**config.mk**
```make
export PLATFORM = sky130hd
export DESIGN_NAME = dram_stream_reader
export DESIGN_NICKNAME = d
export VERILOG_FILES = /design/src/rtl/dram_stream_reader.sv
export SDC_FILE = /design/constraint.sdc
export NUM_CORES = 1
export LEC_CHECK = 0
export CORE_MARGIN = 10
export CORE_UTILIZATION = 41
export CTS_CLUSTER_DIAMETER = 80
export DETAILED_ROUTE_END_ITERATION = 6
export REMOVE_ABC_BUFFERS = 1
export SYNTH_ARGS = -nofsm -noshare
export SYNTH_HDL_FRONTEND = slang
export SYNTH_SLANG_ARGS = --single-unit
```
**constraint.sdc**
```tcl
create_clock -name clk -period 4.15 [get_ports clk]
set_input_delay 0.83 -clock clk [delete_from_list [all_inputs] [get_ports clk]]
set_output_delay 0.83 -clock clk [all_outputs]
set_load 0.02 [all_outputs]
```
**src/rtl/dram_stream_reader.sv**
```systemverilog
// rtl/dram_stream_reader.sv - reads a strided RAM address window and streams the words out
// Credit-based read issue keeps FIFO plus in-flight reads within FIFO_DEPTH.
module dram_stream_reader #(
  parameter int ADDR_W     = 19,
  parameter int DATA_W     = 8,
  parameter int CNT_W      = 20,
  parameter int RD_LAT     = 1,
  parameter int FIFO_DEPTH = 4
) (
  input  logic              clk,
  input  logic              reset,
  input  logic              start,
  input  logic [ADDR_W-1:0] base_addr,
  input  logic [CNT_W-1:0]  count,
  input  logic [ADDR_W-1:0] stride,
  output logic              busy,
  output logic              done,
  output logic [ADDR_W-1:0] ram_addr,
  output logic              ram_en,
  input  logic [DATA_W-1:0] ram_rdata,
  output logic [DATA_W-1:0] out_data,
  output logic              out_valid,
  input  logic              out_ready,
  output logic              out_last
);

  localparam int PW = $clog2(FIFO_DEPTH);
  localparam int CW = PW + 2;

  typedef enum logic [1:0] {S_IDLE, S_RUN, S_DRAIN, S_FIN} state_t;
  state_t state, state_n;

  logic [ADDR_W-1:0] cur_addr, stride_r;
  logic [CNT_W-1:0]  count_r, issue_left, out_idx;
  logic [RD_LAT-1:0] pipe;
  logic [DATA_W-1:0] mem [FIFO_DEPTH];
  logic [PW-1:0]     wr_ptr, rd_ptr;
  logic [CW-1:0]     fifo_cnt, inflight;
  logic              hs, cap, issue_ok;

  always_comb begin
    inflight = '0;
    for (int i = 0; i < RD_LAT; i++) inflight = inflight + CW'(pipe[i]);
  end

  assign cap       = pipe[RD_LAT-1];
  assign out_valid = (fifo_cnt != '0);
  assign hs        = out_valid & out_ready;
  assign out_data  = out_valid ? mem[rd_ptr] : '0;
  assign out_last  = out_valid && (out_idx == (count_r - CNT_W'(1)));
  assign ram_addr  = cur_addr;
  // A slot being popped this cycle is already free for a new read.
  assign issue_ok  = (fifo_cnt + inflight) < (CW'(FIFO_DEPTH) + CW'(hs));
  assign ram_en    = (state == S_RUN) && (issue_left != '0) && issue_ok;
  assign busy      = (state == S_RUN) || (state == S_DRAIN);
  assign done      = (state == S_FIN);

  always_comb begin
    state_n = state;
    case (state)
      S_IDLE:  if (start) state_n = (count != '0) ? S_RUN : S_FIN;
      S_RUN:   if (ram_en && issue_left == CNT_W'(1)) state_n = S_DRAIN;
      S_DRAIN: if (hs && out_last) state_n = S_FIN;
      S_FIN:   state_n = S_IDLE;
      default: state_n = S_IDLE;
    endcase
  end

  always_ff @(posedge clk) begin
    if (reset) begin
      state      <= S_IDLE;
      cur_addr   <= '0;
      stride_r   <= '0;
      count_r    <= '0;
      issue_left <= '0;
      out_idx    <= '0;
      pipe       <= '0;
      wr_ptr     <= '0;
      rd_ptr     <= '0;
      fifo_cnt   <= '0;
    end else begin
      state <= state_n;
      if (hs) out_idx <= out_idx + CNT_W'(1);
      if (state == S_IDLE && start) begin
        cur_addr   <= base_addr;
        stride_r   <= stride;
        count_r    <= count;
        issue_left <= count;
        out_idx    <= '0;
      end else if (ram_en) begin
        cur_addr   <= cur_addr + stride_r;
        issue_left <= issue_left - CNT_W'(1);
      end
      for (int i = RD_LAT - 1; i > 0; i--) pipe[i] <= pipe[i-1];
      pipe[0] <= ram_en;
      if (cap) wr_ptr <= wr_ptr + PW'(1);
      if (hs) rd_ptr <= rd_ptr + PW'(1);
      fifo_cnt <= fifo_cnt + CW'(cap) - CW'(hs);
    end
  end

  always_ff @(posedge clk) begin
    if (cap) mem[wr_ptr] <= ram_rdata;
  end

endmodule

```
== Yosys cells after proc, flatten, opt, wreduce, memory -nomap -nowiden ==
Memory sizes are Yosys's and may differ from the RTL's. A register that Yosys moved wholly into a read port is not among the register bits.
Cells that the tools add are included.
Widths: inputs -> output; s select.
Storage, ports and cells
  bits in registers: 109
  latch bits: 0
  RAM bits: 32
  ROM bits: 0
  input bits: 70
  output and inout port bits: 32
  logic and storage cells: 58
  memories kept: 1
Cells by class
  add/sub/neg operators: 9
  $mul: 0
  divide/modulo/power cells: 0
  order comparisons: 1
  eq/ne operators: 8
  shifts and indexed selects: 0
  muxes and demuxes: 14
  bitwise logic cells: 1
  reduce and logical (&&, ||, !) cells: 14
Memory list
  mem: depth 4, width 8, rd ports 1, clocked after Yosys merged registers in 1, write ports 1, line 36  | logic [DATA_W-1:0] mem [FIFO_DEPTH];
Operators with widths (number)
  $mux 20: 2
  $reduce_bool 20->1: 2
  $sub 20x1->20 const B: 2
  $mux 19: 2
  $add 20x1->20 const B: 1
  $eq 20x1->1 const B: 1
  $eq 20x20->1: 1
  $add 19x19->19: 1
  $mux 2: 6
  $mux 8: 1
  $pmux 2 s4: 1
  $logic_and 1x1->1: 6
  $add 2x1->2 const B: 2
  $add 3x1->4 const A: 1
  $add 4x1->4: 1
  $eq 2x2->1 const B: 2
  $lt 4x4->1: 1
  $ne 2x1->1 const B: 2
  $reduce_bool 4->1: 1
  $sub 4x1->4: 1
  $reduce_and 3->1: 1
  $eq 2x1->1 const B: 1
  $logic_not 2->1: 1
  $mux 1: 2
  5 further kinds: 5

== Logic depth before layout (Yosys ltp) ==
Gate-level depths: netlist of the first run.
  depth after elaboration: 8
  gate-level depth with buffers: 15
  mapped depth without buffers: 12

== Worst setup path after synthesis of the first run ==
Ideal clock, no wire load.
  path kind: reg2out
  start point: reg fifo_cnt[1]
  end point: out ram_en
  arrival: 3.084 ns
  data required time: 3.320 ns
  setup slack: 0.236 ns
  stages on the path, launching flop included: 12
  path buffers: 3
  cells stage by stage: dfxtp_1 -> or4_1 -> clkbuf_1 -> and2_1 -> buf_1 -> ha_1 -> ha_1 -> or2_2 -> and3_1 -> o21ai_1 -> inv_2 -> clkbuf_1
Between the ends
  longest elaborated chain between the ends: 5
  elaborated cells on any way between the ends: 6
  classes of those cells: add/sub (2); order compare (1); bitwise (1); reduce/logical (2)
Ends and longest elaborated chain
  from (decl): line 38  | logic [CW-1:0] fifo_cnt, inflight;
  from (signal assigned): line 98  | fifo_cnt <= fifo_cnt + CW'(cap) - CW'(hs);
  $reduce_bool 4->1: line 47  | assign out_valid = (fifo_cnt != '0);
  net out_valid: line 22  | output logic out_valid,
  $and 1x1->1: line 48  | assign hs = out_valid & out_ready;
  net hs: line 39  | logic hs, cap, issue_ok;
  $add 3x1->4: line 53  | assign issue_ok = (fifo_cnt + inflight) < (CW'(FIFO_DEPTH) + CW'(hs));
  $lt 4x4->1: line 53
  $logic_and 1x1->1: line 54  | assign ram_en = (state == S_RUN) && (issue_left != '0) && issue_ok;
  to (decl): line 19  | output logic ram_en,
The timed path passes the listed nets, and every way through them passes these cells.

== Worst setup path after layout of the first run ==
  start point: reg fifo_cnt[1]
  end point: out ram_en
Between the ends
  longest elaborated chain between the ends: 5
  elaborated cells on any way between the ends: 6
  classes of those cells: add/sub (2); order compare (1); bitwise (1); reduce/logical (2)
Ends and longest elaborated chain (line)
  $reduce_bool 4->1: 47
  $and 1x1->1: 48
  $add 3x1->4: 53
  $lt 4x4->1 (*): 53
  $logic_and 1x1->1 (*): 54
Mark *: on every way between the ends. The rest lies on a longest branch, timed or not.

==> flow_results.org, run 1 <==
** Critical path
- Among cell families on the critical path, the largest total delay comes from simple AND/OR/NAND/NOR gates.
- Maximum net fanout on the critical path :: 3
- Worst Path Class, Setup :: flop to output port
- STA classifies the critical path startpoint as a flop.
- CP bufs+invs :: 2
- Critical path cell sequence :: or4_1 > and2_1 > ha_1 > ha_1 > or2_2 > and3_1 > o21ai_2 > inv_2 > clkdlybuf4s50_1
- At the worst endpoint, the required time is 3.32 ns.
- For this run, the slowest stage of the critical path takes 0.54 ns.
- Setup slack on the worst reg-to-reg path comes out at 0.83 ns.
- The slowest stage of the critical path belongs to the cell sky130_fd_sc_hd__or4_1.
- STA classifies the critical path endpoint as an output port.
- Data arrives at the worst endpoint at 3.14 ns.
- By instance count, the cell type seen most on the critical path is sky130_fd_sc_hd__ha_1.

** Layout
- Commonest non-fill, non-tap cell in the layout :: sky130_fd_sc_hd__nand2_1
- Area growth, synth to finish :: 23.66%
- In the layout the commonest cells are sky130_fd_sc_hd__nand2_1, sky130_fd_sc_hd__dfxtp_1, sky130_fd_sc_hd__clkdlybuf4s50_1.
- The net count of the finished layout is 1060.
- Area of all placed cells without fillers :: 9324 um2
- The repair_antennas step left the layout with diodes totalling 0.
- Share of post-route cells with drive strength above 1 :: 6.929%

** Run status
- The flow ran to the end, and the final reports show no timing, DRC or antenna violations.

** Die
- The floorplan step set the die height to 155.6 um.
- Initial cell density of the core :: 41.83%
- Die footprint :: 24210 um2
- 102 I/O pins were placed.
- The floorplan step set the die width to 155.6 um.
- Area of the placeable core :: 18020 um2
- Rows :: 49

** Detailed routing
- Highest routed layer :: met4
- Routed length on met1 :: 8.872 mm
- The first detailed-routing pass ran for 4 iterations.
- Vias per cell :: 5.188
- In the routed design, unresolved DRC markers number 0.
- Routed wirelength normalized by instance count :: 15.67 um
- Vias :: 6205
- Total wirelength of the detailed-routed design :: 18.74 mm
- After the first detailed-routing iteration, the DRC count stood at 218.
- Detailed routing placed a total of 8.488 mm of wire on met2.
- In this run the remaining antenna-violating nets after routing total 0.
- Detailed routing placed a total of 1.106 mm of wire on met3.

** Synth
- Sequential cells were found to cover 42.22% of the synthesized design area.
- The synthesized design contains 143 register bits.
- Syn Area/Cell :: 8.716 um2
- Yosys printed 0 warnings.
- Distinct cell type count after synthesis :: 67
- Post-Syn Instances :: 865
- The synthesized design contains 32 enable-type register cells.
- Post-synth design cell area :: 7540 um2
- Asr flop ratio synth :: 0%
- Most common flop cell mapped by yosys :: sky130_fd_sc_hd__dfxtp_1

** Placed design
- Summing all placed instances gives a cell area of 8765 um2.
- During placement, the flow inserted port buffers numbering 101.
- Once detailed placement completed, the half-perimeter wirelength came to 13.36 mm.
- Routability congestion estimate from global placement :: 0.8793
- Timing analysis after detailed placement gives a worst setup slack of 0.1921 ns.

** Timing
- Setup repair after global routing left no endpoint under its margin.
- The worst path uses 95.61% of the clock period.
- Time the final worst path needs with I/O delays and setup :: 3.968 ns
- Headroom to the max-slew limit came out at 35.02%.
- Clock skew on the completed layout was measured at 0.009551 ns.
- Summed over all failing endpoints, the final setup total negative slack is 0 ns.
- Slew of the pin with the lowest slew margin :: 0.9747 ns
- The final hold violation count is 0.
- Derived from the worst setup path, the maximum achievable clock frequency is 0.2520 GHz.
- # setup viols final :: 0
- Least setup slack across all paths after layout :: 0.1824 ns
- The final max-slew violation count was 0.

** Power and ir drop
- VDD sags by at most 392.9 uV.
- For this design the static power due to leakage is 0.003443 uW.
- For this design the ratio of total power to cell area is 585.9 nW/um2.

** Global route
- Number of global-route vias before repair :: 6168
- Overflow after GRT :: 0
- First-pass GRT wire length :: 30.93 mm
- Global-route usage over all layers :: 15.58%
- The initial antenna violation count came to 0.
- Entering global routing, the biggest net connects 90 pins.

** Clocking
- For this design, the sink count on the clock tree is 143.
- Maximum clock insertion buffer count :: 2
- TritonCTS built the clock tree.
- After clock tree synthesis, the clock-pin slew on the worst setup and hold paths is 0.07 ns.
- In this run the clock root is driven by a sky130_fd_sc_hd__clkbuf_16.
- The H-tree was split into 4 levels.
- Clock buffer count from CTS :: 17
- Insertion delay to the later sink of the worst-skew pair :: 0.43 ns
- Count of hold-fix buffers inserted at cts :: 0

** Run
- Count of max-cap constraint violations :: 0

** Worst hold path
- Min-delay worst type :: flop to flop
state kept, by name (all words and copies together), names as in the netlist, named ones only:
| register | count |
|---|---|
| out_idx | 20 |
| stride_r | 19 |
| mem | 32 |
| ram_addr | 19 |
| fifo_cnt | 4 |
| count_r | 20 |
| cap | 1 |
| state | 2 |
| rd_ptr | 2 |
| wr_ptr | 2 |
| issue_left | 20 |
report_power, final:
group / total [uW] / internal (uW) / leakage, uW / switching, uW
Combinational: 2150 / 959 / 0.00198 / 1190
Clock: 1460 / 793 / 0.000267 / 668
Sequential: 1860 / 1640 / 0.00120 / 215
Total: 5460 / 3390 / 0.00344 / 2070
worst paths after layout:
| path | startpoint | to | cells after the start |
|---|---|---|---|
| worst max-delay path | fifo_cnt[1] | ram_en | 9 |
| worst min-delay path | stride_r[4] | stride_r[4] | 2 |
| worst max register to register | count_r[1] | state[1] | 10 |
| worst min register to register | stride_r[4] | stride_r[4] | 2 |
synth_stat cells (all sizes together), types with 3 or more instances:
cell type | instances | area, um2
or3 | 10 | 62.56
o21ai | 17 | 85.08
xor2 | 32 | 280.3
nor2b | 5 | 31.28
nor3 | 19 | 100.1
nand4 | 15 | 93.84
a211oi | 16 | 120.1
nand2b | 8 | 50.05
mux2i | 4 | 40.04
nor2 | 98 | 367.9
nand3 | 19 | 100.1
ha | 35 | 437.9
clkbuf | 32 | 120.1
a311oi | 11 | 96.34
o22ai | 4 | 25.02
dfxtp | 111 | 2222
o21a | 7 | 52.55
and2 | 16 | 100.1
mux4 | 8 | 180.2
nand2 | 142 | 533.0
nor4 | 14 | 108.9
inv | 25 | 93.84
xnor2 | 38 | 332.8
buf | 10 | 42.54
o211ai | 8 | 60.06
or2 | 4 | 25.02
and3 | 10 | 62.56
or4 | 7 | 56.30
nor4b | 3 | 26.28
a21oi | 73 | 365.4
edfxtp | 32 | 960.9
per-stage QoR:
step	util (%)	total power [uW]	instances	hold slack (ns)
2_1_floorplan	-	3249	823	0.4340
3_3_place_gp	48.63	4032	1164	0.4489
3_5_place_dp	48.63	4042	1164	0.4589
4_1_cts	51.75	5530	1196	0.4689
5_1_grt	51.73	5850	1196	0.4883
6_report	51.73	5463	1196	0.4635
tightest hold or removal path: stages, from the launching register on:
cell and delay [ns]:
sky130_fd_sc_hd__dfxtp_1 0.31, sky130_fd_sc_hd__nand2_1 0.05, sky130_fd_sc_hd__a21oi_1 0.05
final cells by class:
class | count | area (um2)
multi-input combinational | 655 | 4113
clock inverter | 15 | 138.9
sequential | 143 | 3183
timing repair buffer | 112 | 1084
clock buffer | 17 | 425.4
inverter | 25 | 93.84
tap | 229 | 286.5
fill | 1729 | 8701
timing repair:
item / in CTS / in global routing
endpoints found under the setup margin: 1 / 1
resized for setup: 1 / 3
setup buffers: 0 / 0
kinds of logic (layout without fill, tap and decap cells):
logic type / count (synthesis) / after routing / synth area share, %
DFF: 143 / 143 / 42.22
and+or+nand+nor: 378 / 378 / 23.76
AOI/OAI and AO/OA: 158 / 158 / 13.34
xor gates and xnor gates: 70 / 70 / 8.131
buffers and inverters: 67 / 169 / 3.402
adders and majority gates: 36 / 36 / 6.074
muxes: 13 / 13 / 3.070
routing by layer:
metal  vias up  track usage [%]
met5         -                0
met1      2837            19.67
met3        15            4.687
li1       3239                -
met4         0            5.971
met2       114            24.53
(Power assumes the default switching activity.)
==> run 2: changes to the inputs <==
GPL_TIMING_DRIVEN = 0   (was default)
==> flow_results.org, run 2 (synthesis gave the netlist of run 1 again) <==
** Die
- Overall die height :: 155.6 um
- After floorplanning, the core was divided into 49 placement rows.
- Die footprint :: 24210 um2
- Width of the chip :: 155.6 um
- 102 I/O pins were placed.
- Area of the placeable core :: 18020 um2
- Initial cell density of the core :: 41.83%

** Critical path
- Maximum net fanout on the critical path :: 6
- Critical path data arrival time :: 3.20 ns
- Max stage delay on crit path :: 0.52 ns
- For the worst setup path, the data required time is 3.32 ns.
- Beginning of the worst register-to-register path :: issue_left[6]
- For this design, the slowest cell found on the critical path is sky130_fd_sc_hd__or4b_4.
- The critical path crosses 9 cells after its start point.
- Worst Path Class, Setup :: flop to output port
- Flop-to-flop setup slack :: 0.77 ns
- Critical path startpoint :: count_r[0]
- Counting cells, the worst reg-to-reg path comes to 8.
- Nature of the critical path endpoint :: output port
- The signal on the critical path passes through inv_1 > ha_2 > or4b_4 > or4b_1 > a211o_1 > nand3_2 > nand3_1 > nor4_2 > clkdlybuf4s15_2.
- Kind of cell adding the most delay to the critical path :: simple AND/OR/NAND/NOR gates
- The worst setup path is launched from a flop.
- CP bufs+invs :: 2

** Placed design
- Half-perimeter wire length of the detailed placement result :: 13.26 mm
- Routability congestion estimate from global placement :: 0.8332
- In this run the cell area measured after placement is 8767 um2.
- In this run the tool buffered the top-level ports with 101 buffer cells.

** Layout
- In the layout the commonest cells are sky130_fd_sc_hd__nand2_1, sky130_fd_sc_hd__dfxtp_1, sky130_fd_sc_hd__nor2_1, sky130_fd_sc_hd__clkdlybuf4s50_1, sky130_fd_sc_hd__a21oi_1.
- Number of flip-flops under the largest register name :: 32
- Number of nets in the final layout :: 1056
- The library cell used most frequently in the layout, excluding fill and tap cells, is sky130_fd_sc_hd__nand2_1.
- Register with the most flip-flops :: mem
- Post-Route Utilization :: 52.21%
- The layout has 1722 filler cells.
- Area of all placed cells without fillers :: 9410 um2
- The multi-input combinational cells in the finished layout cover a total of 4141 um2.
- Area growth, synth to finish :: 24.81%
- Antenna diodes :: 0
- Share of post-route cells with drive strength above 1 :: 6.750%
- Across the whole layout, storage elements account for 3183 um2.

** Detailed routing
- Detail Route Antenna Nets :: 0
- Vias :: 6209
- In this run, the number of DRC markers left after iteration 0 of detailed routing was 197.
- After detailed routing, the total wire length is 18.60 mm.
- Final routed DRC violation total :: 0
- Number of iterations in the first detailed-routing pass :: 5
- Vias per cell :: 5.209
- Dividing the detail-routed wire length by the instance count gives 15.61 um.

** Run status
- Outcome :: finished clean

** Clocking
- TritonCTS built the clock tree.
- Counting along the longest clock path gives a buffer depth of 2.
- The later pin in the worst-skew pair is clocked with a latency of 0.42 ns.
- Clock transition at path regs :: 0.06 ns
- Sinks on Clock Net :: 143
- Clock buffer count from CTS :: 17
- The tree is rooted in a sky130_fd_sc_hd__clkbuf_16.
- CTS HTree Levels :: 4

** Power and ir drop
- Overall power of the completed layout :: 5552 uW
- Comb power frac :: 39.2%
- In this run the power density over the cells is 590.0 nW/um2.
- Clk pwr share :: 27.3%
- Maximum resistive drop on vdd :: 379.1 uV
- Of the total power, registers draw 33.5%.
- Leak Pwr :: 0.003453 uW
- For this design the total switching power over the nets is 2024 uW.
- Net switching is 36.46% of the power.
- Internal power contribution :: 3528 uW

** Timing
- Setup repair after global routing left no endpoint under its margin.
- The worst path needs 4.027 ns of the cycle, external delays included.
- Slew margin rel. :: 32.93%
- Slew of the pin with the lowest slew margin :: 1.006 ns
- The final hold violation count was 0.
- The final max-slew violation count was 0.
- On the final layout, the worst hold slack is 0.4597 ns.
- Setup violations remaining at the end of the flow were counted as 0.
- Crit share post-route :: 97.03%
- Maximum operating frequency :: 0.2483 GHz
- For the final database, setup skew stands at 0.008488 ns.

** Worst hold path
- Along the worst hold path, the cell count comes to 2.
- In this run the most critical hold path is launched from stride_r[5].
- The tightest min-delay check is of the flop to flop type.

** Global route
- Pin count of the biggest net entering global routing :: 72
- Number of antenna violations at the first check in global routing :: 0
- Number of global-route vias before repair :: 6165
- First-pass GRT wire length :: 30.51 mm
- For this run the aggregate overflow at the end of global routing stands at 0.
- Global-route usage over all layers :: 15.40%

** Run
- Across the run, the number of max-cap violations was 0.
-- run 2: final cells by class --
cell class	instances	area share, %
inverter	25	1.050
clock buffer	18	4.561
clock inverter	14	1.675
sequential	143	33.83
tap	229	3.045
multi-input combinational	655	44.01
timing repair buffer	108	11.83
-- run 2: worst register-to-register path, cell delays in order (launching register included) --
cell and delay (ns):
sky130_fd_sc_hd__dfxtp_1 0.35, sky130_fd_sc_hd__or4_1 0.67, sky130_fd_sc_hd__nor4_4 0.23, sky130_fd_sc_hd__nand4_1 0.27, sky130_fd_sc_hd__o41ai_1 0.67, sky130_fd_sc_hd__nand2_1 0.16, sky130_fd_sc_hd__or4_1 0.49, sky130_fd_sc_hd__nand2_1 0.13
sky130_fd_sc_hd__mux2_1 0.32
-- run 2: power by group through the flow --
stage | combinational (uW) | clock [uW] | sequential (uW)
after global routing | 2430 | 1610 | 1900
after floorplan | 1350 | 0 | 1900
final | 2180 | 1510 | 1860
after CTS | 2170 | 1550 | 1860
after detailed placement | 2120 | 0 | 1890
after global placement | 2080 | 0 | 1890
-- run 2: worst paths after layout --
check	to
min	stride_r[5]
max reg2reg	state[1]
min reg2reg	stride_r[5]
max	out_last
-- run 2: layer usage --
| metal | vias to the layer above | global-route usage (%) | share of wire (%) |
|---|---|---|---|
| met5 | - | 0 | 0 |
| met4 | 0 | 4.501 | 1.2 |
| met3 | 12 | 4.880 | 5.4 |
| met2 | 106 | 25.27 | 47 |
| met1 | 2858 | 18.96 | 46 |
| li1 | 3233 | - | - |
-- run 2: per-stage QoR --
step                      cells  setup slack (ns)  TNS (ns)
after floorplan             823           -0.1141   -0.7399
after global placement     1153            -1.921    -62.34
after detailed placement   1157           -0.6307    -1.654
after CTS                  1190          0.003030         0
after global routing       1192         0.0002487         0
final                      1192            0.1231         0
-- run 2: timing repair --
| item | in CTS | in global routing |
|---|---|---|
| hold buffers | 0 | 0 |
| buffers inserted | 1 | 2 |
| pin swaps | 0 | 1 |
| endpoints found under the setup margin | 9 | 2 |
| endpoints found under the hold margin | 0 | 0 |
| gates resized for setup | 11 | 3 |
==> run 3: changes to the inputs <==
PLACE_DENSITY = 0.62   (was default)
==> flow_results.org, run 3 (synthesis gave the netlist of run 1 again) <==
** Die
- Die footprint :: 24210 um2
- Pin placement for this block handled 102 I/O pins.
- Width of the chip :: 155.6 um
- Area of the placeable core :: 18020 um2
- The initialized floorplan defines 49 standard-cell rows.
- For this configuration, the core starts out at a cell density of 41.83%.
- Measured along the y axis, the die boundary spans 155.6 um.

** Critical path
- CP Data Required Time :: 3.32 ns
- Grouping stages by cell kind, the critical path spends the most delay in simple AND/OR/NAND/NOR gates.
- Of all nets on the critical path, the largest fanout is 6.
- CP bufs+invs :: 2
- On the worst path, the slowest cell contributes a delay of 0.52 ns.
- Nature of the critical path endpoint :: output port
- Data arrives at the worst endpoint at 3.19 ns.
- The critical path is of the flop to output port type.
- Traced cell by cell, the critical path runs through inv_1 > ha_2 > or4b_4 > or4b_1 > a211o_1 > nand3_2 > nand3_1 > nor4_2 > clkdlybuf4s15_2.
- Element type at the critical path start :: flop
- Slowest stage cell on the critical path :: sky130_fd_sc_hd__or4b_4

** Global route
- The number of global-route vias before repair is 6051.
- The initial antenna violation count came to 0.
- Pin count of the biggest net entering global routing :: 78
- For this run, the total global-route usage over all layers was measured as 15.29%.
- First-pass GRT wire length :: 30.50 mm
- Overflow after GRT :: 0

** Placed design
- In this run the tool buffered the top-level ports with 101 buffer cells.
- Routability congestion estimate from global placement :: 0.8244
- Post-Place Worst Slack :: -0.5723 ns
- Detailed placement finished with a half-perimeter wire length of 13.25 mm.

** Layout
- The register with the most flip-flops in the layout has 32 of them.
- Counting the fill cells in the layout gives 1738.
- Ranked by flip-flop count, first place goes to mem.
- The library cell used most frequently in the layout, excluding fill and tap cells, is sky130_fd_sc_hd__nand2_1.
- Area growth, synth to finish :: 24.36%
- The top cell types in the final layout, fill and taps aside, are sky130_fd_sc_hd__nand2_1, sky130_fd_sc_hd__dfxtp_1, sky130_fd_sc_hd__nor2_1, sky130_fd_sc_hd__clkdlybuf4s50_1, sky130_fd_sc_hd__a21oi_1.
- Number of nets in the final layout :: 1054
- 0 antenna diodes ended up in the layout.
- In the final layout, the share of cells above drive strength 1 is 6.764%.

** Power and ir drop
- Leak Pwr :: 0.003436 uW
- Maximum resistive drop on vdd :: 387.6 uV
- In this run the power density over the cells is 582.5 nW/um2.
- Overall power of the completed layout :: 5462 uW

** Timing
- Measured against its own limit, the worst slew margin works out to 30.47%.
- The final max-slew violation count was 0.
- Maximum operating frequency :: 0.2488 GHz
- Crit share post-route :: 96.84%
- Max Clock Skew :: 0.01451 ns
- Setup violations remaining at the end of the flow were counted as 0.
- For the pin with the worst max-slew slack, the measured transition is 1.043 ns.
- The final hold violation count was 0.
- Setup repair after global routing left no endpoint under its margin.
- Worst hold slack across all endpoints :: 0.4580 ns
- Total negative slack :: 0 ns
- In the post-route analysis, the smallest setup slack over all paths is 0.1313 ns.
- The clock period could shrink to 4.019 ns.

** Detailed routing
- Final routed DRC violation total :: 0
- Highest routed layer :: met4
- Summed over all layers, the routed wires come to 18.43 mm.
- The first detailed-routing pass ran for 4 iterations.
- Routed length on met1 :: 8.426 mm
- Vias per cell :: 5.203
- The routed design uses 8.805 mm of met2 wire.
- In this run the remaining antenna-violating nets after routing total 0.
- Violation count after the first detailed-route iteration :: 260
- After detailed routing, the met3 layer carries 974 um of wire.
- The routed layout has 6192 vias.
- After detailed routing, the average wire length per cell comes to 15.48 um.

** Clocking
- The clock tree synthesis step divided the H-tree into 4 levels.
- Maximum clock insertion buffer count :: 2
- The clock reaches the later pin of the worst-skew pair after 0.43 ns.
- Cell at the root of the clock tree :: sky130_fd_sc_hd__clkbuf_16
- Clock buffer count from CTS :: 17
- Clock tree synthesis found a total of 143 sinks.
- TritonCTS built the clock tree.
- The number of hold buffers added after CTS was 0.
- Clock-pin slew was measured on the worst setup and hold paths at 0.06 ns.

** Run status
- The flow ran to the end, and the final reports show no timing, DRC or antenna violations.

** Worst hold path
- Min-delay worst type :: flop to flop

** Run
- The tool flagged a number of max-cap violations equal to 0.
==> run 3: final timing paths <==
path,from,cells past startpoint,slack [ns],end
setup reg to reg,issue_left[6],8,0.69,state[1]
hold reg to reg,stride_r[13],2,0.46,stride_r[13]
hold / removal,stride_r[13],2,0.46,stride_r[13]
setup / recovery,count_r[0],9,0.13,out_last
==> run 3: tightest hold or removal path, stage by stage (launching register included) <==
cell                      delay, ns
sky130_fd_sc_hd__dfxtp_1       0.31
sky130_fd_sc_hd__nand2_1       0.05
sky130_fd_sc_hd__a21oi_1       0.05
==> run 3: final cells by class <==
cell class | count | area, um2 | area share, %
Multi-Input combinational cell | 655 | 4141 | 44.17
Sequential cell | 143 | 3183 | 33.95
Timing Repair Buffer | 106 | 1115 | 11.89
Clock buffer | 18 | 429.2 | 4.577
Tap cell | 229 | 286.5 | 3.056
Clock inverter | 14 | 122.6 | 1.308
Inverter | 25 | 98.84 | 1.054
==> run 3: what timing repair did <==
| item | in CTS | in global routing |
|---|---|---|
| gates resized for setup | 11 | 5 |
| gates cloned | 0 | 0 |
| setup buffers | 1 | 0 |
| hold endpoints to repair | 0 | 0 |
| setup endpoints to repair | 6 | 2 |
==> run 3: layer usage <==
| metal | track usage, % | vias to the layer above |
|---|---|---|
| li1 | - | 3226 |
| met1 | 19.37 | 2838 |
| met2 | 24.75 | 111 |
| met3 | 4.025 | 17 |
| met4 | 5.080 | 0 |
| met5 | 0 | - |
==> run 3: power breakdown <==
group / internal [uW] / switching (uW) / leakage, uW / total (uW)
registers: 1640 / 217 / 0.00120 / 1860
logic: 985 / 1180 / 0.00198 / 2160
clock network: 786 / 654 / 0.000259 / 1440
==> run 3: stage by stage <==
stage	util, %	cells	instance area [um2]
3_5_place_dp	48.75	1157	8787
6_report	52.02	1190	9376
2_1_floorplan	-	823	7377
4_1_cts	51.96	1190	9365
3_3_place_gp	48.13	1153	8675
5_1_grt	52.02	1190	9376
